`config.mk`:
```
export PLATFORM = sky130hd
export DESIGN_NAME = ct_fcnvt_norm_pipe
export DESIGN_NICKNAME = d
export VERILOG_FILES = /design/src/rtl/ct_fcnvt_norm_pkg.sv /design/src/rtl/ct_fcnvt_lzd_lane.sv /design/src/rtl/ct_fcnvt_norm_pipe.sv
export SDC_FILE = /design/constraint.sdc
export NUM_CORES = 1
export LEC_CHECK = 0
export BUFFER_PORTS_ARGS = -buffer_cell sky130_fd_sc_hd__buf_2
export CORE_UTILIZATION = 37
export DETAILED_ROUTE_END_ITERATION = 10
export GPL_ROUTABILITY_DRIVEN = 0
export MAX_ROUTING_LAYER = met4
export RECOVER_POWER = 100
export REMOVE_ABC_BUFFERS = 1
export SLEW_MARGIN = 20
export SYNTH_ARGS = -nofsm -noshare
export SYNTH_HDL_FRONTEND = slang
export SYNTH_HIERARCHICAL = 1
export SYNTH_SLANG_ARGS = --single-unit
```
`constraint.sdc`:
```
create_clock -name forever_cpuclk -period 7.12 [get_ports forever_cpuclk]
set_input_delay 0.712 -clock forever_cpuclk [delete_from_list [all_inputs] [get_ports forever_cpuclk]]
set_output_delay 0.712 -clock forever_cpuclk [all_outputs]
set_load 0.01 [all_outputs]
```
`src/rtl/ct_fcnvt_norm_pkg.sv`:
```
`default_nettype none
// ============================================================================
//  Module   : ct_fcnvt_norm_pkg
//  Purpose  : Shared constants and helpers for the convert-path subnormal
//             fraction normaliser (leading-zero width, zero-lane result codes,
//             canonical exponent base codes).
//  Ports    : none (package)
//  Revision : 1.0  initial release
// ============================================================================
package ct_fcnvt_norm_pkg;

    // Width of a leading-zero count for a w-bit fraction (counts 0..w-1).
    function automatic int lz_width(input int w);
        return (w > 1) ? $clog2(w) : 1;
    endfunction

    // Result codes driven for a lane whose source fraction is all zero.
    localparam int ZERO_LANE_FRAC = 0;
    localparam int ZERO_LANE_CNT  = 0;

    // Exponent code for a leading one at the fraction MSB, half->single,
    // 6-bit code width.  Further conversion modes add their bases here.
    localparam logic [5:0] HTOS_BASE = 6'h31;

endpackage : ct_fcnvt_norm_pkg
`default_nettype wire

```
`src/rtl/ct_fcnvt_lzd_lane.sv`:
```
`default_nettype none
// ============================================================================
//  Module   : ct_fcnvt_lzd_lane
//  Purpose  : Combinational leading-zero detector for one source fraction.
//  Ports    : i_src   source fraction
//             o_lz    leading zeros counted from bit SRC_W-1 (0 when all-zero)
//             o_zero  source fraction is all zero
//  Revision : 1.0  initial release
// ============================================================================
module ct_fcnvt_lzd_lane
    import ct_fcnvt_norm_pkg::*;
#(
    parameter int SRC_W = 10,
    parameter int LZ_W  = lz_width(SRC_W)
) (
    input  logic [SRC_W-1:0] i_src,
    output logic [LZ_W-1:0]  o_lz,
    output logic             o_zero
);

    // Scan upward; the last set bit seen is the most significant one, so its
    // distance from the MSB wins.  An all-zero source leaves the count at 0,
    // which keeps the value inside 0..SRC_W-1 for any LZ_W.
    always_comb begin
        o_lz = '0;
        for (int i = 0; i < SRC_W; i++) begin
            if (i_src[i]) begin
                o_lz = LZ_W'(SRC_W - 1 - i);
            end
        end
    end

    assign o_zero = ~|i_src;

endmodule : ct_fcnvt_lzd_lane
`default_nettype wire

```
`src/rtl/ct_fcnvt_norm_pipe.sv`:
```
`default_nettype none
// ============================================================================
//  Module   : ct_fcnvt_norm_pipe
//  Purpose  : Multi-lane, two-stage elastic normaliser for subnormal source
//             fractions in the vfalu up-convert path.  S1 registers the
//             operands with per-lane leading-zero counts; S2 registers the
//             left-justified fraction and exponent code (base - lz).
//  Ports    : forever_cpuclk  clock
//             cpurst          synchronous active-high reset
//             pipe_flush      synchronous flush of all in-flight ops
//             in_vld/in_rdy   input handshake
//             in_src          packed source fractions, lane i at [i*SRC_W +: SRC_W]
//             in_exp_base     exponent code for a leading one at bit SRC_W-1
//             out_vld/out_rdy output handshake
//             out_frac        normalised fractions, hidden bit at bit SRC_W
//             out_cnt         exponent codes
//             out_zero        per-lane all-zero source flag
//  Revision : 1.0  initial release
// ============================================================================
module ct_fcnvt_norm_pipe
    import ct_fcnvt_norm_pkg::*;
#(
    parameter int SRC_W = 10,
    parameter int CNT_W = 6,
    parameter int LANES = 4,
    parameter int LZ_W  = lz_width(SRC_W)
) (
    input  logic                       forever_cpuclk,
    input  logic                       cpurst,
    input  logic                       pipe_flush,
    input  logic                       in_vld,
    output logic                       in_rdy,
    input  logic [LANES*SRC_W-1:0]     in_src,
    input  logic [CNT_W-1:0]           in_exp_base,
    output logic                       out_vld,
    input  logic                       out_rdy,
    output logic [LANES*(SRC_W+1)-1:0] out_frac,
    output logic [LANES*CNT_W-1:0]     out_cnt,
    output logic [LANES-1:0]           out_zero
);

    localparam int                c_frac_w    = SRC_W + 1;
    localparam logic [SRC_W:0]    c_zero_frac = c_frac_w'(ZERO_LANE_FRAC);
    localparam logic [CNT_W-1:0]  c_zero_cnt  = CNT_W'(ZERO_LANE_CNT);

    // Stage registers
    logic                        r_s1_vld_q;
    logic [LANES*SRC_W-1:0]      r_s1_src_q;
    logic [CNT_W-1:0]            r_s1_base_q;
    logic [LANES*LZ_W-1:0]       r_s1_lz_q;
    logic [LANES-1:0]            r_s1_zero_q;

    logic                        r_s2_vld_q;
    logic [LANES*c_frac_w-1:0]   r_s2_frac_q;
    logic [LANES*CNT_W-1:0]      r_s2_cnt_q;
    logic [LANES-1:0]            r_s2_zero_q;

    // Combinational next-state / control
    logic                        w_s1_adv;
    logic                        w_s2_adv;
    logic                        w_s1_load;
    logic                        w_s2_load;
    logic                        w_s1_vld_d;
    logic                        w_s2_vld_d;
    logic [LANES*LZ_W-1:0]       w_s1_lz_d;
    logic [LANES-1:0]            w_s1_zero_d;
    logic [LANES*c_frac_w-1:0]   w_s2_frac_d;
    logic [LANES*CNT_W-1:0]      w_s2_cnt_d;

    // Ready chain: a stage advances when it is empty or the next one moves.
    // in_rdy therefore depends combinationally on out_rdy.
    assign w_s2_adv  = ~r_s2_vld_q | out_rdy;
    assign w_s1_adv  = ~r_s1_vld_q | w_s2_adv;
    assign in_rdy    = w_s1_adv & ~pipe_flush;

    assign w_s1_load = in_vld & in_rdy;
    assign w_s2_load = r_s1_vld_q & w_s2_adv & ~pipe_flush;

    assign w_s1_vld_d = pipe_flush ? 1'b0 : (w_s1_adv ? in_vld     : r_s1_vld_q);
    assign w_s2_vld_d = pipe_flush ? 1'b0 : (w_s2_adv ? r_s1_vld_q : r_s2_vld_q);

    for (genvar l = 0; l < LANES; l++) begin : g_lane
        logic [c_frac_w-1:0] w_ext;
        logic [LZ_W-1:0]     w_lz;

        ct_fcnvt_lzd_lane #(
            .SRC_W (SRC_W),
            .LZ_W  (LZ_W)
        ) u_lzd (
            .i_src  (in_src[l*SRC_W +: SRC_W]),
            .o_lz   (w_s1_lz_d[l*LZ_W +: LZ_W]),
            .o_zero (w_s1_zero_d[l])
        );

        // Appending a zero LSB makes the shifted leading one land on bit SRC_W.
        assign w_lz  = r_s1_lz_q[l*LZ_W +: LZ_W];
        assign w_ext = {r_s1_src_q[l*SRC_W +: SRC_W], 1'b0};

        assign w_s2_frac_d[l*c_frac_w +: c_frac_w] =
            r_s1_zero_q[l] ? c_zero_frac : (w_ext << w_lz);

        // Modulo-2^CNT_W subtract; wrap is intentional.
        assign w_s2_cnt_d[l*CNT_W +: CNT_W] =
            r_s1_zero_q[l] ? c_zero_cnt : (r_s1_base_q - CNT_W'(w_lz));
    end

    always_ff @(posedge forever_cpuclk) begin
        if (cpurst) begin
            r_s1_vld_q  <= 1'b0;
            r_s1_src_q  <= '0;
            r_s1_base_q <= '0;
            r_s1_lz_q   <= '0;
            r_s1_zero_q <= '0;
            r_s2_vld_q  <= 1'b0;
            r_s2_frac_q <= '0;
            r_s2_cnt_q  <= '0;
            r_s2_zero_q <= '0;
        end else begin
            r_s1_vld_q <= w_s1_vld_d;
            r_s2_vld_q <= w_s2_vld_d;
            if (w_s1_load) begin
                r_s1_src_q  <= in_src;
                r_s1_base_q <= in_exp_base;
                r_s1_lz_q   <= w_s1_lz_d;
                r_s1_zero_q <= w_s1_zero_d;
            end
            if (w_s2_load) begin
                r_s2_frac_q <= w_s2_frac_d;
                r_s2_cnt_q  <= w_s2_cnt_d;
                r_s2_zero_q <= w_s1_zero_q_passthru(r_s1_zero_q);
            end
        end
    end

    // Zero flags travel unchanged from S1 to S2.
    function automatic logic [LANES-1:0] w_s1_zero_q_passthru(input logic [LANES-1:0] z);
        return z;
    endfunction

    assign out_vld  = r_s2_vld_q;
    assign out_frac = r_s2_frac_q;
    assign out_cnt  = r_s2_cnt_q;
    assign out_zero = r_s2_zero_q;

endmodule : ct_fcnvt_norm_pipe
`default_nettype wire

```
# After elaboration in Yosys (flattened, before gate mapping)
# Cells that the tools add are included.
dict set report totals {
  register_bits 140
  latchBits 0
  mem_bits_rw 0
  rom_bits 0
  wordCells 83
  mem_count 0
}
dict set report op_classes {
  addsub 4
  multipliers 0
  div 0
  magnitude_cmp 0
  n_eq_ne 0
  shifts 4
  muxes 48
  bitwise_logic 9
  n_reduce_logical 9
}
# operator count
set ops {}
lappend ops {{2-to-1 mux 4 bit} 40}
lappend ops {{2-to-1 mux 11 bit} 4}
lappend ops {{<< shifter 11 x 4 -> 11 bit} 4}
lappend ops {{OR reduction 10 bit} 4}
lappend ops {{2-to-1 mux 6 bit} 4}
lappend ops {{subtractor 6 x 4 -> 6 bit} 4}
lappend ops {{AND 1 bit} 4}
lappend ops {{logical NOT 1 bit} 4}
lappend ops {{inverter 1 bit} 3}
lappend ops {{OR 1 bit} 2}
lappend ops {{OR reduction 2 bit} 1}

# Logic depth before layout (Yosys ltp)
dict set report depth {
  word_depth 10
  mapped_depth 8
  mapped_depth_nobuf 8
}

# Cells and area by module
# Netlist, hierarchy kept.
# module instances cells_each area_per_inst_um2 seq_area_each_um2
set modules_own_cells {}
lappend modules_own_cells {ct_fcnvt_norm_pipe 1 809 6932.9 2722.6}
lappend modules_own_cells {ct_fcnvt_lzd_lane 4 18 102.6 0.0}

# Least setup slack after synthesis
# Ideal clock, no wire load.
dict set report synth_timing {
  kind {register to register}
  start {register r_s1_lz_q[13]}
  end {register r_s2_cnt_q[23], in the netlist out_cnt[23]}
  arrival_time_ns 2.127
  path_slack_ns 4.871
  path_stages_with_launch 9
  n_path_buf 2
  cell_sequence {dfxtp_1 -> clkbuf_1 -> buf_2 -> inv_1 -> ha_1 -> nor2b_1 -> o31a_1 -> o311a_1 -> a311o_1}
}
dict set report synth_via {
  elab_chain_len 2
}
# element line
set synth_rtl {}
lappend synth_rtl {{from (decl)} ct_fcnvt_norm_pipe.sv:50} ;# logic [LANES*LZ_W-1:0] r_s1_lz_q;
lappend synth_rtl {{from (signal assigned)} ct_fcnvt_norm_pipe.sv:124} ;# r_s1_lz_q <= w_s1_lz_d;
lappend synth_rtl {{subtractor 6 x 4 -> 6 bit} ct_fcnvt_norm_pipe.sv:104} ;# r_s1_zero_q[l] ? c_zero_cnt : (r_s1_base_q - CNT_W'(w_lz));
lappend synth_rtl {{2-to-1 mux 6 bit} ct_fcnvt_norm_pipe.sv:104}
lappend synth_rtl {{to (signal assigned)} ct_fcnvt_norm_pipe.sv:129} ;# r_s2_cnt_q <= w_s2_cnt_d;
lappend synth_rtl {{to (decl)} ct_fcnvt_norm_pipe.sv:55} ;# logic [LANES*CNT_W-1:0] r_s2_cnt_q;
# No other way between the ends.
# A chain may end at the register's enable or synchronous reset.

# Worst setup path in the final report
dict set report layout_timing {
  start {register r_s2_vld_q, in the netlist out_vld}
  end {register r_s1_src_q[8]}
}
dict set report layout_via {
  elab_chain_len 5
}
# element line
set layout_rtl {}
lappend layout_rtl {{from (decl)} ct_fcnvt_norm_pipe.sv:53} ;# logic r_s2_vld_q;
lappend layout_rtl {{from (signal assigned)} ct_fcnvt_norm_pipe.sv:120} ;# r_s2_vld_q <= w_s2_vld_d;
lappend layout_rtl {{inverter 1 bit} ct_fcnvt_norm_pipe.sv:72} ;# assign w_s2_adv = ~r_s2_vld_q | out_rdy;
lappend layout_rtl {{OR 1 bit} ct_fcnvt_norm_pipe.sv:72}
lappend layout_rtl {{OR 1 bit} ct_fcnvt_norm_pipe.sv:73} ;# assign w_s1_adv = ~r_s1_vld_q | w_s2_adv;
lappend layout_rtl {{AND 1 bit} ct_fcnvt_norm_pipe.sv:74} ;# assign in_rdy = w_s1_adv & ~pipe_flush;
lappend layout_rtl {{AND 1 bit} ct_fcnvt_norm_pipe.sv:76} ;# assign w_s1_load = in_vld & in_rdy;
lappend layout_rtl {{to (signal assigned)} ct_fcnvt_norm_pipe.sv:122} ;# r_s1_src_q <= in_src;
lappend layout_rtl {{to (decl)} ct_fcnvt_norm_pipe.sv:48} ;# logic [LANES*SRC_W-1:0] r_s1_src_q;
# No other way between the ends.

==> results.tsv <==
stage	metric	value	unit
status	status	finished, violations left	
status	failed_checks	max-capacitance violations, max-slew violations	
timing	final_max_slew_viol_count	200	
pwr	p_per_area	220.1	nW/um2
global_route	grt_pass1_wl	31900	um
clock_tree	cts_hold_buf	0	
finish	diodes	0	
route	drtAntennaViolNets	0	
floorplan	die_h	142.9	um
finish	nNetsFinal	1027	
pwr	p_leak	3.006	nW
finish	layout_commonest_cell	dfxtp_1	
synth	yosysSeqAreaShare	37.08	%
synth	synth_seq_cells	136	
global_route	grt_pass1_vias	5986	
synth	synthArstFlopShare	0	%
finish	syn2layout_area_growth	15.98	%
route	drtPass1Iterations	5	
finish	final_cell_mix	dfxtp_1, nand2_1, a21oi_1, nand3_1, clkbuf_1	
floorplan	die_area	20410	um2
floorplan	die_x	142.9	um
clock_tree	cts_setup_buffers	0	
route	drc	0	
route	drt-vias-per-instance	5.379	
timing	max_slew_margin	-66.83	%
synth	avgSynthCellArea	8.335	um2
global_route	use_met3	3.957	%
job	maxCapViolCount	4	
synth	ys_types	58	
synth	synth_warnings	6	
global_route	met2_usage	30.91	%
floorplan	initial_core_util	37.73	%
timing	rsz0062_at_grt	no	
finish	stdcell_count	1234	
floorplan	rows	51	
clock_tree	clk_latency	0.43	ns
hold_path	hp-class	reg2reg	
setup_path	worstPathRequired	7.45	ns
route	drt_iter0_markers	404	
placement	place_ws	4.268	ns
clock_tree	clockRootBuffer	clkbuf_16	
global_route	use_met1	28.00	%
synth	yosys.area.top_type	dfxtp_1	
setup_path	crit_arrival	4.15	ns
synth	synthesis.area	7343	um2
setup_path	start_kind	flop	
timing	min_period	3.823	ns
global_route	busiest_layer	met2	
route	vias	6638	
synth	syn-instance-count	881	
clock_tree	clock_sinks	136	
timing	max_freq	261.6	MHz
timing	fin_crit_sh	53.69	%
setup_path	ff2ff_path_depth	4	
setup_path	path_class	reg2reg	
pwr	p_clk_share	47.6	%
pwr	sw_frac_of_total	24.46	%
clock_tree	cts_max_level	4	
global_route	overflow	0	
timing	finalSetupViolations	0	
clock_tree	cts.path.max_buffers	2	
timing	worstMarginPinSlew	2.502	ns
timing	finalClockSkew	0.006075	ns
floorplan	io_pins	125	
global_route	antenna_found_initial	0	
pwr	switching_power	0.4585	mW
placement	port_buffers	120	
synth	synth-edff-count	0	
clock_tree	clk_pin_slew	0.06	ns
global_route	grtUsageTotal	20.67	%
hold_path	hold_path_depth	2	
pwr	ir_worst_vdd	0.1741	mV
timing	hold_viol	0	
setup_path	endpoint_kind	flop	
route	drt_wl_total	19930	um
clock_tree	cts_resized	0	
placement	dpl.cell_count	1202	
pwr	comb_power_share	9.5	%
pwr	seqPwrFrac	42.9	%
timing	tns	0	ns
synth	ys_top_cells_by_area	dfxtp_1, a21oi_1, mux4_2, nand3_1, nand2_1	
route	routedWlPerCell	16.15	um
floorplan	core_area	19460	um2
pwr	p_int	1.416	mW
timing	worst_slack	3.297	ns
clock_tree	cts_tree	done	
placement	hpwlAfterDp	13670	um
finish	drive_gt1_share	12.07	%
synth	synth_top_area_share	37.08	%
synth	yosys_most_used_dff	dfxtp_1	
clock_tree	cts_buffers	17	
setup_path	path_max_fanout	66	
global_route	grt_max_degree	88	
-- critical path, stage by stage (launching register included) --
cell,delay (ns)
dfxtp_1,0.37
nor2b_1,1.22
a211o_1,1.71
nand2_1,0.16
a21oi_1,0.20
-- final timing paths --
check	startpoint	end	slack (ns)
setup / recovery	out_vld$_SDFFE_PP0P_	r_s1_src_q[8]$_SDFFE_PP0P_	3.30
hold / removal	out_frac[23]$_SDFFE_PP0P_	out_frac[23]$_SDFFE_PP0P_	0.45
setup reg to reg	out_vld$_SDFFE_PP0P_	r_s1_src_q[8]$_SDFFE_PP0P_	3.30
hold reg to reg	out_frac[23]$_SDFFE_PP0P_	out_frac[23]$_SDFFE_PP0P_	0.45
-- cell usage after synthesis, types with 6 or more instances --
library cell	instances
nand2b_1	11
nor2_1	60
nor3_1	23
buf_2	15
nand3b_1	15
nor3b_1	7
nor2b_1	7
inv_1	27
clkbuf_1	48
o21ai_0	28
nor4_1	14
a21oi_1	106
a221o_1	6
a22oi_1	8
a22o_1	6
nand2_1	110
dfxtp_1	136
ha_1	16
nand3_1	84
mux2i_1	31
mux4_2	22
-- cell type report --
cell class / count / area, um2
Inverter: 31 / 116.4
Tap cell: 265 / 331.6
Fill cell: 2030 / 10950
Timing Repair Buffer: 125 / 541.8
Clock buffer: 23 / 467.9
Clock inverter: 9 / 122.6
Multi-Input combinational cell: 645 / 4214
Sequential cell: 136 / 2723
-- layer usage --
metal | routed length, um | vias to the layer above
li1 | - | 3329
met1 | 9605 | 3124
met2 | 9133 | 159
met3 | 879 | 26
met4 | 312 | 0
met5 | 0 | -
-- flip-flops by register name (all words and copies together), names as in the netlist --
register	cells
out_frac	40
r_s1_src_q	40
out_cnt	24
r_s1_lz_q	16
r_s1_base_q	6
out_zero	4
r_s1_zero_q	4
out_vld	1
r_s1_vld_q	1
-- cell families (layout without fill, tap and decap cells) --
| logic type | count (synthesis) | after routing | share of synthesized area [%] |
|---|---|---|---|
| simple gates | 362 | 362 | 24.31 |
| other cells | 1 | 4 | 0.05107 |
| buf+inv | 103 | 188 | 5.878 |
| xor+xnor | 4 | 4 | 0.4770 |
| compound gates | 199 | 199 | 16.95 |
| fa+ha+maj | 20 | 20 | 3.817 |
| flops | 136 | 136 | 37.08 |
| mux | 56 | 56 | 11.43 |
-- power groups by stage --
stage	Sequential [mW]	Clock [mW]	Combinational [mW]
final	0.805	0.892	0.177
after global routing	0.808	0.940	0.199
after floorplan	0.815	0	0.104
after global placement	0.821	0	0.177
after detailed placement	0.821	0	0.179
after CTS	0.805	0.906	0.180
-- per-stage QoR --
| step | power [mW] | cell area [um2] | hold slack [ns] | util, % |
|---|---|---|---|---|
| floorplan | 0.9192 | 7039 | 0.4274 | - |
| global placement | 0.9981 | 8029 | 0.4346 | 41.25 |
| detailed placement | 1.000 | 8041 | 0.4427 | 41.32 |
| CTS | 1.891 | 8632 | 0.4502 | 44.35 |
| global route | 1.947 | 8517 | 0.4713 | 43.76 |
| finish | 1.875 | 8517 | 0.4493 | 43.76 |
Power figures use the tool's default switching activity.
